File: config.mk
export PLATFORM = sky130hd
export DESIGN_NAME = s32x_sdr_resp_flat
export DESIGN_NICKNAME = d
export VERILOG_FILES = /design/src/rtl/s32x_sdr_resp_if.sv /design/src/rtl/s32x_sdr_resp.sv /design/src/flat_wrapper.sv
export SDC_FILE = /design/constraint.sdc
export NUM_CORES = 1
export LEC_CHECK = 0
export CORE_MARGIN = 3
export CORE_UTILIZATION = 35
export CTS_BUF_LIST = sky130_fd_sc_hd__clkbuf_16
export DETAILED_ROUTE_END_ITERATION = 8
export HOLD_SLACK_MARGIN = 0.02
export PLACE_DENSITY_LB_ADDON = 0.12
export SETUP_SLACK_MARGIN = 0.4
export SYNTH_ARGS = -nofsm -noshare
export SYNTH_HDL_FRONTEND = slang
export SYNTH_SLANG_ARGS = --single-unit
export TNS_END_PERCENT = 5
File: constraint.sdc
create_clock -name clk -period 3.05 [get_ports clk]
set_input_delay 0.61 -clock clk [delete_from_list [all_inputs] [get_ports clk]]
set_output_delay 0.61 -clock clk [all_outputs]
set_load 0.05 [all_outputs]
File: src/rtl/s32x_sdr_resp_if.sv
`default_nettype none
// ============================================================================
//  Module   : s32x_sdr_resp_if
//  Purpose  : SH-2 SDRAM request side plus generic req/ack memory port.
//  Revision : 1.0  initial release
// ============================================================================
interface s32x_sdr_resp_if;
    logic [16:0] sdr_a;
    logic [15:0] sdr_do;
    logic        sdr_cs;
    logic [1:0]  sdr_we;
    logic        sdr_rd;
    logic [15:0] sdr_di;
    logic        sdr_wait;
    logic [16:0] mem_a;
    logic [15:0] mem_do;
    logic [1:0]  mem_we;
    logic        mem_rd;
    logic        mem_req;
    logic        mem_ack;
    logic [15:0] mem_di;

    modport slave (
        input  sdr_a, sdr_do, sdr_cs, sdr_we, sdr_rd, mem_ack, mem_di,
        output sdr_di, sdr_wait, mem_a, mem_do, mem_we, mem_rd, mem_req
    );

    modport master (
        output sdr_a, sdr_do, sdr_cs, sdr_we, sdr_rd, mem_ack, mem_di,
        input  sdr_di, sdr_wait, mem_a, mem_do, mem_we, mem_rd, mem_req
    );
endinterface
`default_nettype wire

File: src/rtl/s32x_sdr_resp.sv
`default_nettype none
// ============================================================================
//  Module   : s32x_sdr_resp
//  Purpose  : Serves SH-2 SDRAM accesses on a req/ack memory port, holding
//             SDR_WAIT for at least MIN_WAIT clocks per access.
//  Revision : 1.0  initial release
// ============================================================================
module s32x_sdr_resp #(
    parameter int MIN_WAIT = 4
) (
    input  wire logic           clk,
    input  wire logic           rst,
    s32x_sdr_resp_if.slave      bus
);
    localparam int c_CNT_W = $clog2(MIN_WAIT + 1);

    typedef enum logic [1:0] {
        S_IDLE = 2'd0,
        S_BUSY = 2'd1,
        S_DONE = 2'd2
    } state_t;

    state_t               state_q, state_d;
    logic [c_CNT_W-1:0]   cnt_q, cnt_d;
    logic                 acked_q, acked_d;
    logic                 req_q, req_d;
    logic                 wait_q, wait_d;
    logic [15:0]          di_q, di_d;
    logic [16:0]          a_q, a_d;
    logic [15:0]          do_q, do_d;
    logic [1:0]           we_q, we_d;
    logic                 rd_q, rd_d;

    logic                 w_req;
    logic                 w_ack;
    logic                 w_expire;

    assign w_req    = bus.sdr_cs & (bus.sdr_rd | (|bus.sdr_we));
    assign w_ack    = req_q & bus.mem_ack;
    // Counter value 1 here becomes 0 at this edge, so WAIT may fall now.
    assign w_expire = (cnt_q <= c_CNT_W'(1));

    always_comb begin
        state_d = state_q;
        cnt_d   = cnt_q;
        acked_d = acked_q;
        req_d   = req_q;
        wait_d  = wait_q;
        di_d    = di_q;
        a_d     = a_q;
        do_d    = do_q;
        we_d    = we_q;
        rd_d    = rd_q;
        case (state_q)
            S_IDLE: begin
                if (w_req) begin
                    state_d = S_BUSY;
                    a_d     = bus.sdr_a;
                    do_d    = bus.sdr_do;
                    we_d    = bus.sdr_we;
                    rd_d    = (bus.sdr_we == 2'b00);
                    req_d   = 1'b1;
                    wait_d  = 1'b1;
                    acked_d = 1'b0;
                    cnt_d   = c_CNT_W'(MIN_WAIT);
                end
            end
            S_BUSY: begin
                if (cnt_q != '0) begin
                    cnt_d = cnt_q - c_CNT_W'(1);
                end
                if (w_ack) begin
                    req_d   = 1'b0;
                    acked_d = 1'b1;
                    if (rd_q) begin
                        di_d = bus.mem_di;
                    end
                end
                if ((acked_q | w_ack) && w_expire) begin
                    wait_d  = 1'b0;
                    state_d = bus.sdr_cs ? S_DONE : S_IDLE;
                end
            end
            S_DONE: begin
                if (!bus.sdr_cs) begin
                    state_d = S_IDLE;
                end
            end
            default: begin
                state_d = S_IDLE;
                wait_d  = 1'b0;
                req_d   = 1'b0;
            end
        endcase
    end

    always_ff @(posedge clk) begin
        if (rst) begin
            state_q <= S_IDLE;
            cnt_q   <= '0;
            acked_q <= 1'b0;
            req_q   <= 1'b0;
            wait_q  <= 1'b0;
            di_q    <= '0;
            a_q     <= '0;
            do_q    <= '0;
            we_q    <= '0;
            rd_q    <= 1'b0;
        end else begin
            state_q <= state_d;
            cnt_q   <= cnt_d;
            acked_q <= acked_d;
            req_q   <= req_d;
            wait_q  <= wait_d;
            di_q    <= di_d;
            a_q     <= a_d;
            do_q    <= do_d;
            we_q    <= we_d;
            rd_q    <= rd_d;
        end
    end

    assign bus.sdr_di   = di_q;
    assign bus.sdr_wait = wait_q;
    assign bus.mem_a    = a_q;
    assign bus.mem_do   = do_q;
    assign bus.mem_we   = we_q;
    assign bus.mem_rd   = rd_q;
    assign bus.mem_req  = req_q;
endmodule
`default_nettype wire
File: src/flat_wrapper.sv
// flat-port wrapper written by rule: the top's interface ports become plain ports
module s32x_sdr_resp_flat 
#(
    parameter int MIN_WAIT = 4
)
  (clk, rst, bus_sdr_a, bus_sdr_do, bus_sdr_cs, bus_sdr_we, bus_sdr_rd, bus_mem_ack, bus_mem_di, bus_sdr_di, bus_sdr_wait, bus_mem_a, bus_mem_do, bus_mem_we, bus_mem_rd, bus_mem_req);
  s32x_sdr_resp_if bus_i ();
  input  wire logic clk;
  input  wire logic rst;
  input wire logic [$bits(bus_i.sdr_a)-1:0] bus_sdr_a;
  input wire logic [$bits(bus_i.sdr_do)-1:0] bus_sdr_do;
  input wire logic [$bits(bus_i.sdr_cs)-1:0] bus_sdr_cs;
  input wire logic [$bits(bus_i.sdr_we)-1:0] bus_sdr_we;
  input wire logic [$bits(bus_i.sdr_rd)-1:0] bus_sdr_rd;
  input wire logic [$bits(bus_i.mem_ack)-1:0] bus_mem_ack;
  input wire logic [$bits(bus_i.mem_di)-1:0] bus_mem_di;
  output wire logic [$bits(bus_i.sdr_di)-1:0] bus_sdr_di;
  output wire logic [$bits(bus_i.sdr_wait)-1:0] bus_sdr_wait;
  output wire logic [$bits(bus_i.mem_a)-1:0] bus_mem_a;
  output wire logic [$bits(bus_i.mem_do)-1:0] bus_mem_do;
  output wire logic [$bits(bus_i.mem_we)-1:0] bus_mem_we;
  output wire logic [$bits(bus_i.mem_rd)-1:0] bus_mem_rd;
  output wire logic [$bits(bus_i.mem_req)-1:0] bus_mem_req;
  assign bus_i.sdr_a = bus_sdr_a;
  assign bus_i.sdr_do = bus_sdr_do;
  assign bus_i.sdr_cs = bus_sdr_cs;
  assign bus_i.sdr_we = bus_sdr_we;
  assign bus_i.sdr_rd = bus_sdr_rd;
  assign bus_i.mem_ack = bus_mem_ack;
  assign bus_i.mem_di = bus_mem_di;
  assign bus_sdr_di = bus_i.sdr_di;
  assign bus_sdr_wait = bus_i.sdr_wait;
  assign bus_mem_a = bus_i.mem_a;
  assign bus_mem_do = bus_i.mem_do;
  assign bus_mem_we = bus_i.mem_we;
  assign bus_mem_rd = bus_i.mem_rd;
  assign bus_mem_req = bus_i.mem_req;
  s32x_sdr_resp #(.MIN_WAIT(MIN_WAIT)) u_core (.clk(clk), .rst(rst), .bus(bus_i));
endmodule
==> summary.json <==
{
  "outcome": {"value": "finished clean"},
  "die_span_x": {"value": 88.7, "unit": "um"},
  "drive_above_1_share": {"value": 0.0567},
  "area.growth.synth_to_final": {"value": 56.7, "unit": "%"},
  "drc_viols": {"value": 0},
  "startpoint_type": {"value": "register"},
  "most_common_cell_in_the_synthesized_netlist": {"value": "sky130_fd_sc_hd__dfxtp_1"},
  "synth_cell_count_leaders": {"value": "sky130_fd_sc_hd__dfxtp_1 (60), sky130_fd_sc_hd__a21oi_1 (58), sky130_fd_sc_hd__nand3_1 (49)"},
  "io_buffers": {"value": 109},
  "rows": {"value": 29},
  "layout_worst_path_cycle_share": {"value": 0.749},
  "grt_first_pass_wirelength": {"value": 11000, "unit": "um"},
  "routed_wirelength": {"value": 7100, "unit": "um"},
  "rsz0062_at_grt": {"value": "false"},
  "critical_path.max_fanout": {"value": 19},
  "first_iter_violations": {"value": 104},
  "post-cts-setup-buffer-count": {"value": 0},
  "cts_resizes": {"value": 0},
  "grt_overflow_total": {"value": 0},
  "setup_ws": {"value": 766, "unit": "ps"},
  "power.leakage": {"value": 1.30, "unit": "nW"},
  "initial_utilization": {"value": 0.369},
  "htree_levels": {"value": 3},
  "cts_buffer_depth": {"value": 2},
  "total_power_per_unit_cell_area": {"value": 562, "unit": "nW/um2"},
  "finalMaxSlewViolations": {"value": 0},
  "final_hold_viols": {"value": 0},
  "cts_hold_buffers": {"value": 0},
  "stdcell_count": {"value": 465},
  "fraction_of_the_mapped_netlist_area_in_simple_logic_gates": {"value": 0.158},
  "start_to_end_type_of_the_worst_setup_path": {"value": "register to output pin"},
  "ys_seq_elements": {"value": 60},
  "synth_fp_nets": {"value": 347},
  "syn_area": {"value": 2400, "unit": "um2"},
  "irDropWorstVdd": {"value": 0.284, "unit": "mV"},
  "clkSlewWorstSetupHoldPaths": {"value": 50, "unit": "ps"},
  "synth_top_family_by_area": {"value": "compound AO/OA/AOI/OAI gates"},
  "die_y": {"value": 88.7, "unit": "um"},
  "worst_setup_path_end_kind": {"value": "output pin"},
  "worst_slew_pin_slew": {"value": 799, "unit": "ps"},
  "critical_path_required": {"value": 2440, "unit": "ps"},
  "synth_cell_types": {"value": 31},
  "core": {"value": 6490, "unit": "um2"},
  "setup_tns": {"value": 0, "unit": "ps"},
  "synth_xor_xnor_area_share": {"value": 0},
  "synth_mux_area_frac": {"value": 0},
  "cts_root_buf": {"value": "sky130_fd_sc_hd__clkbuf_16"},
  "detailroute.via_count": {"value": 2434},
  "postSynth.topFlopCell": {"value": "sky130_fd_sc_hd__dfxtp_1"},
  "finalClockSkew": {"value": 6.33, "unit": "ps"},
  "cts_sinks": {"value": 60},
  "holdCritPathClass": {"value": "register to register"},
  "max_freq": {"value": 438, "unit": "MHz"},
  "place.detailed.hpwl": {"value": 4660, "unit": "um"},
  "fin_crit": {"value": 2280, "unit": "ps"},
  "number_of_nets_with_antenna_violations_after_routing": {"value": 0},
  "number_of_buffers_created_by_cts": {"value": 9},
  "drv_cap": {"value": 0},
  "critPathArrivalTime": {"value": 1670, "unit": "ps"},
  "synth_fa_ha_area_frac": {"value": 0.0157},
  "timing.max_slew.rel_slack": {"value": 0.467},
  "pin_count": {"value": 110},
  "number_of_cells_after_detailed_placement": {"value": 450},
  "ys_seq_area_frac": {"value": 0.501},
  "number_of_global_route_vias_before_repair": {"value": 2309},
  "setup_viol_count_final": {"value": 0},
  "dr.pass1.iters": {"value": 4},
  "tritoncts": {"value": "done"},
  "synth_edf_count": {"value": 0},
  "nets": {"value": 443},
  "place_congestion": {"value": 0.730},
  "globalRouteTotalUtil": {"value": 0.181},
  "routedWlPerCell": {"value": 15.3, "unit": "um"},
  "maximum_number_of_pins_on_one_net_before_global_route_repair": {"value": 42},
  "placement.setup.worst_slack": {"value": 573, "unit": "ps"},
  "detail_route.vias_per_cell": {"value": 5.23},
  "ys.warnings.count": {"value": 0},
  "yosysTopAreaCellShare": {"value": 0.501},
  "antenna_violations_before_repair": {"value": 0},
  "synth.area.top_cells": {"value": "sky130_fd_sc_hd__dfxtp_1 (50%), sky130_fd_sc_hd__a21oi_1 (12%), sky130_fd_sc_hd__nand3_1 (10%), sky130_fd_sc_hd__o21ai_0 (8.8%), sky130_fd_sc_hd__clkbuf_1 (3.3%)"},
  "yosys.area.top_type": {"value": "sky130_fd_sc_hd__dfxtp_1"},
  "design.die.area": {"value": 7870, "unit": "um2"},
  "syn_avg_cell_area": {"value": 8.32, "unit": "um2"},
  "antenna-diode-count": {"value": 0},
  "syn-instance-count": {"value": 288},
  "synth_compound_area_frac": {"value": 0.262},
  "asyncSetResetFlopFracSynth": {"value": 0},
  "clock_insertion_delay_at_the_later_pin_of_the_skew_report": {"value": 320, "unit": "ps"}
}
worst paths after layout:
kind / startpoint / end / slack [ps] / depth (start not counted)
setup / recovery: u_core.bus.mem_rd$_SDFFE_PP0P_ / bus_mem_rd / 770 / 2
hold / removal: u_core.bus.sdr_di[2]$_SDFFE_PP0P_ / u_core.bus.sdr_di[2]$_SDFFE_PP0P_ / 470 / 2
setup reg to reg: u_core.state_q[0]$_SDFFE_PP0P_ / u_core.bus.sdr_di[0]$_SDFFE_PP0P_ / 1290 / 3
hold reg to reg: u_core.bus.sdr_di[2]$_SDFFE_PP0P_ / u_core.bus.sdr_di[2]$_SDFFE_PP0P_ / 470 / 2
where the power goes:
group | internal (W) | total (W) | switching, W
Sequential | 0.000825 | 0.000851 | 0.0000254
Clock | 0.000527 | 0.000852 | 0.000325
Combinational | 0.000165 | 0.000405 | 0.000240
layout make-up:
cell class | count | area, um2
tap | 77 | 96.3
inverter | 6 | 22.5
clock inverter | 6 | 23.8
fill | 612 | 2740
timing repair buffer | 115 | 1130
sequential | 60 | 1200
multi-input combinational | 192 | 1050
clock buffer | 9 | 225
placed cells by master (no fill, tap or decap):
cell                              instances
sky130_fd_sc_hd__o21ai_0                 42
sky130_fd_sc_hd__or3b_4                   1
sky130_fd_sc_hd__clkinv_1                 4
sky130_fd_sc_hd__nand3_1                 49
sky130_fd_sc_hd__a21oi_1                 58
sky130_fd_sc_hd__clkbuf_16                9
sky130_fd_sc_hd__clkinv_2                 1
sky130_fd_sc_hd__and4b_1                  1
sky130_fd_sc_hd__nor3b_4                  1
sky130_fd_sc_hd__a31oi_1                  1
sky130_fd_sc_hd__buf_2                    1
sky130_fd_sc_hd__nor3_1                   1
sky130_fd_sc_hd__nor3b_1                  1
sky130_fd_sc_hd__nand4b_1                 1
sky130_fd_sc_hd__inv_1                    7
sky130_fd_sc_hd__a41o_1                   1
sky130_fd_sc_hd__buf_4                    6
sky130_fd_sc_hd__dfxtp_1                 60
sky130_fd_sc_hd__o211ai_1                 2
sky130_fd_sc_hd__nor4b_1                  1
sky130_fd_sc_hd__o31ai_1                  1
sky130_fd_sc_hd__o311ai_0                 1
sky130_fd_sc_hd__o21ai_1                 12
sky130_fd_sc_hd__nor2b_1                  1
sky130_fd_sc_hd__nand2b_1                 2
sky130_fd_sc_hd__or3_1                    1
sky130_fd_sc_hd__nand2_1                  5
sky130_fd_sc_hd__nor3_2                   1
sky130_fd_sc_hd__nor2_1                   1
sky130_fd_sc_hd__or3b_2                   1
sky130_fd_sc_hd__ha_1                     3
sky130_fd_sc_hd__or4_1                    1
sky130_fd_sc_hd__a221oi_1                 1
sky130_fd_sc_hd__clkdlybuf4s50_1        108
sky130_fd_sc_hd__o21ba_2                  1
worst max-delay path, stage by stage, from the launching register on:
cell	delay [ps]
sky130_fd_sc_hd__dfxtp_1	300
sky130_fd_sc_hd__buf_4	220
sky130_fd_sc_hd__clkdlybuf4s50_1	840
per-layer routing:
layer | track usage | vias up | wire, um | share of wire
met2 | 0.291 | 71 | 3360 | 0.47
met3 | 0.0698 | 5 | 507 | 0.071
met5 | 0 | - | 0 | 0
met4 | 0.0495 | 0 | 44 | 0.0062
met1 | 0.227 | 1131 | 3190 | 0.45
li1 | - | 1227 | - | -
cell families after synthesis:
family,after synthesis
AND/OR/NAND/NOR,69
flip-flops,60
AO/OA/AOI/OAI,120
adder cells (fa/ha/maj),3
buffers and inverters,36
registers in the layout (all words and copies together) (netlist names):
name and cells:
u_core.acked_q 1, u_core.bus.mem_a 17, u_core.state_q 2, u_core.bus.mem_req 1, u_core.bus.mem_rd 1, u_core.bus.sdr_di 16
u_core.bus.mem_we 2, u_core.bus.mem_do 16, u_core.bus.sdr_wait 1, u_core.cnt_q 3
per-stage QoR:
step           hold slack [ps]  utilization  area, um2  power, W
5_1_grt                    496        0.578       3750   0.00219
3_5_place_dp               466        0.540       3500   0.00127
4_1_cts                    472        0.578       3750   0.00213
2_1_floorplan              454            -       2400   0.00110
6_report                   470        0.578       3750   0.00211
3_3_place_gp               459        0.540       3500   0.00127
(Power assumes the default switching activity.)
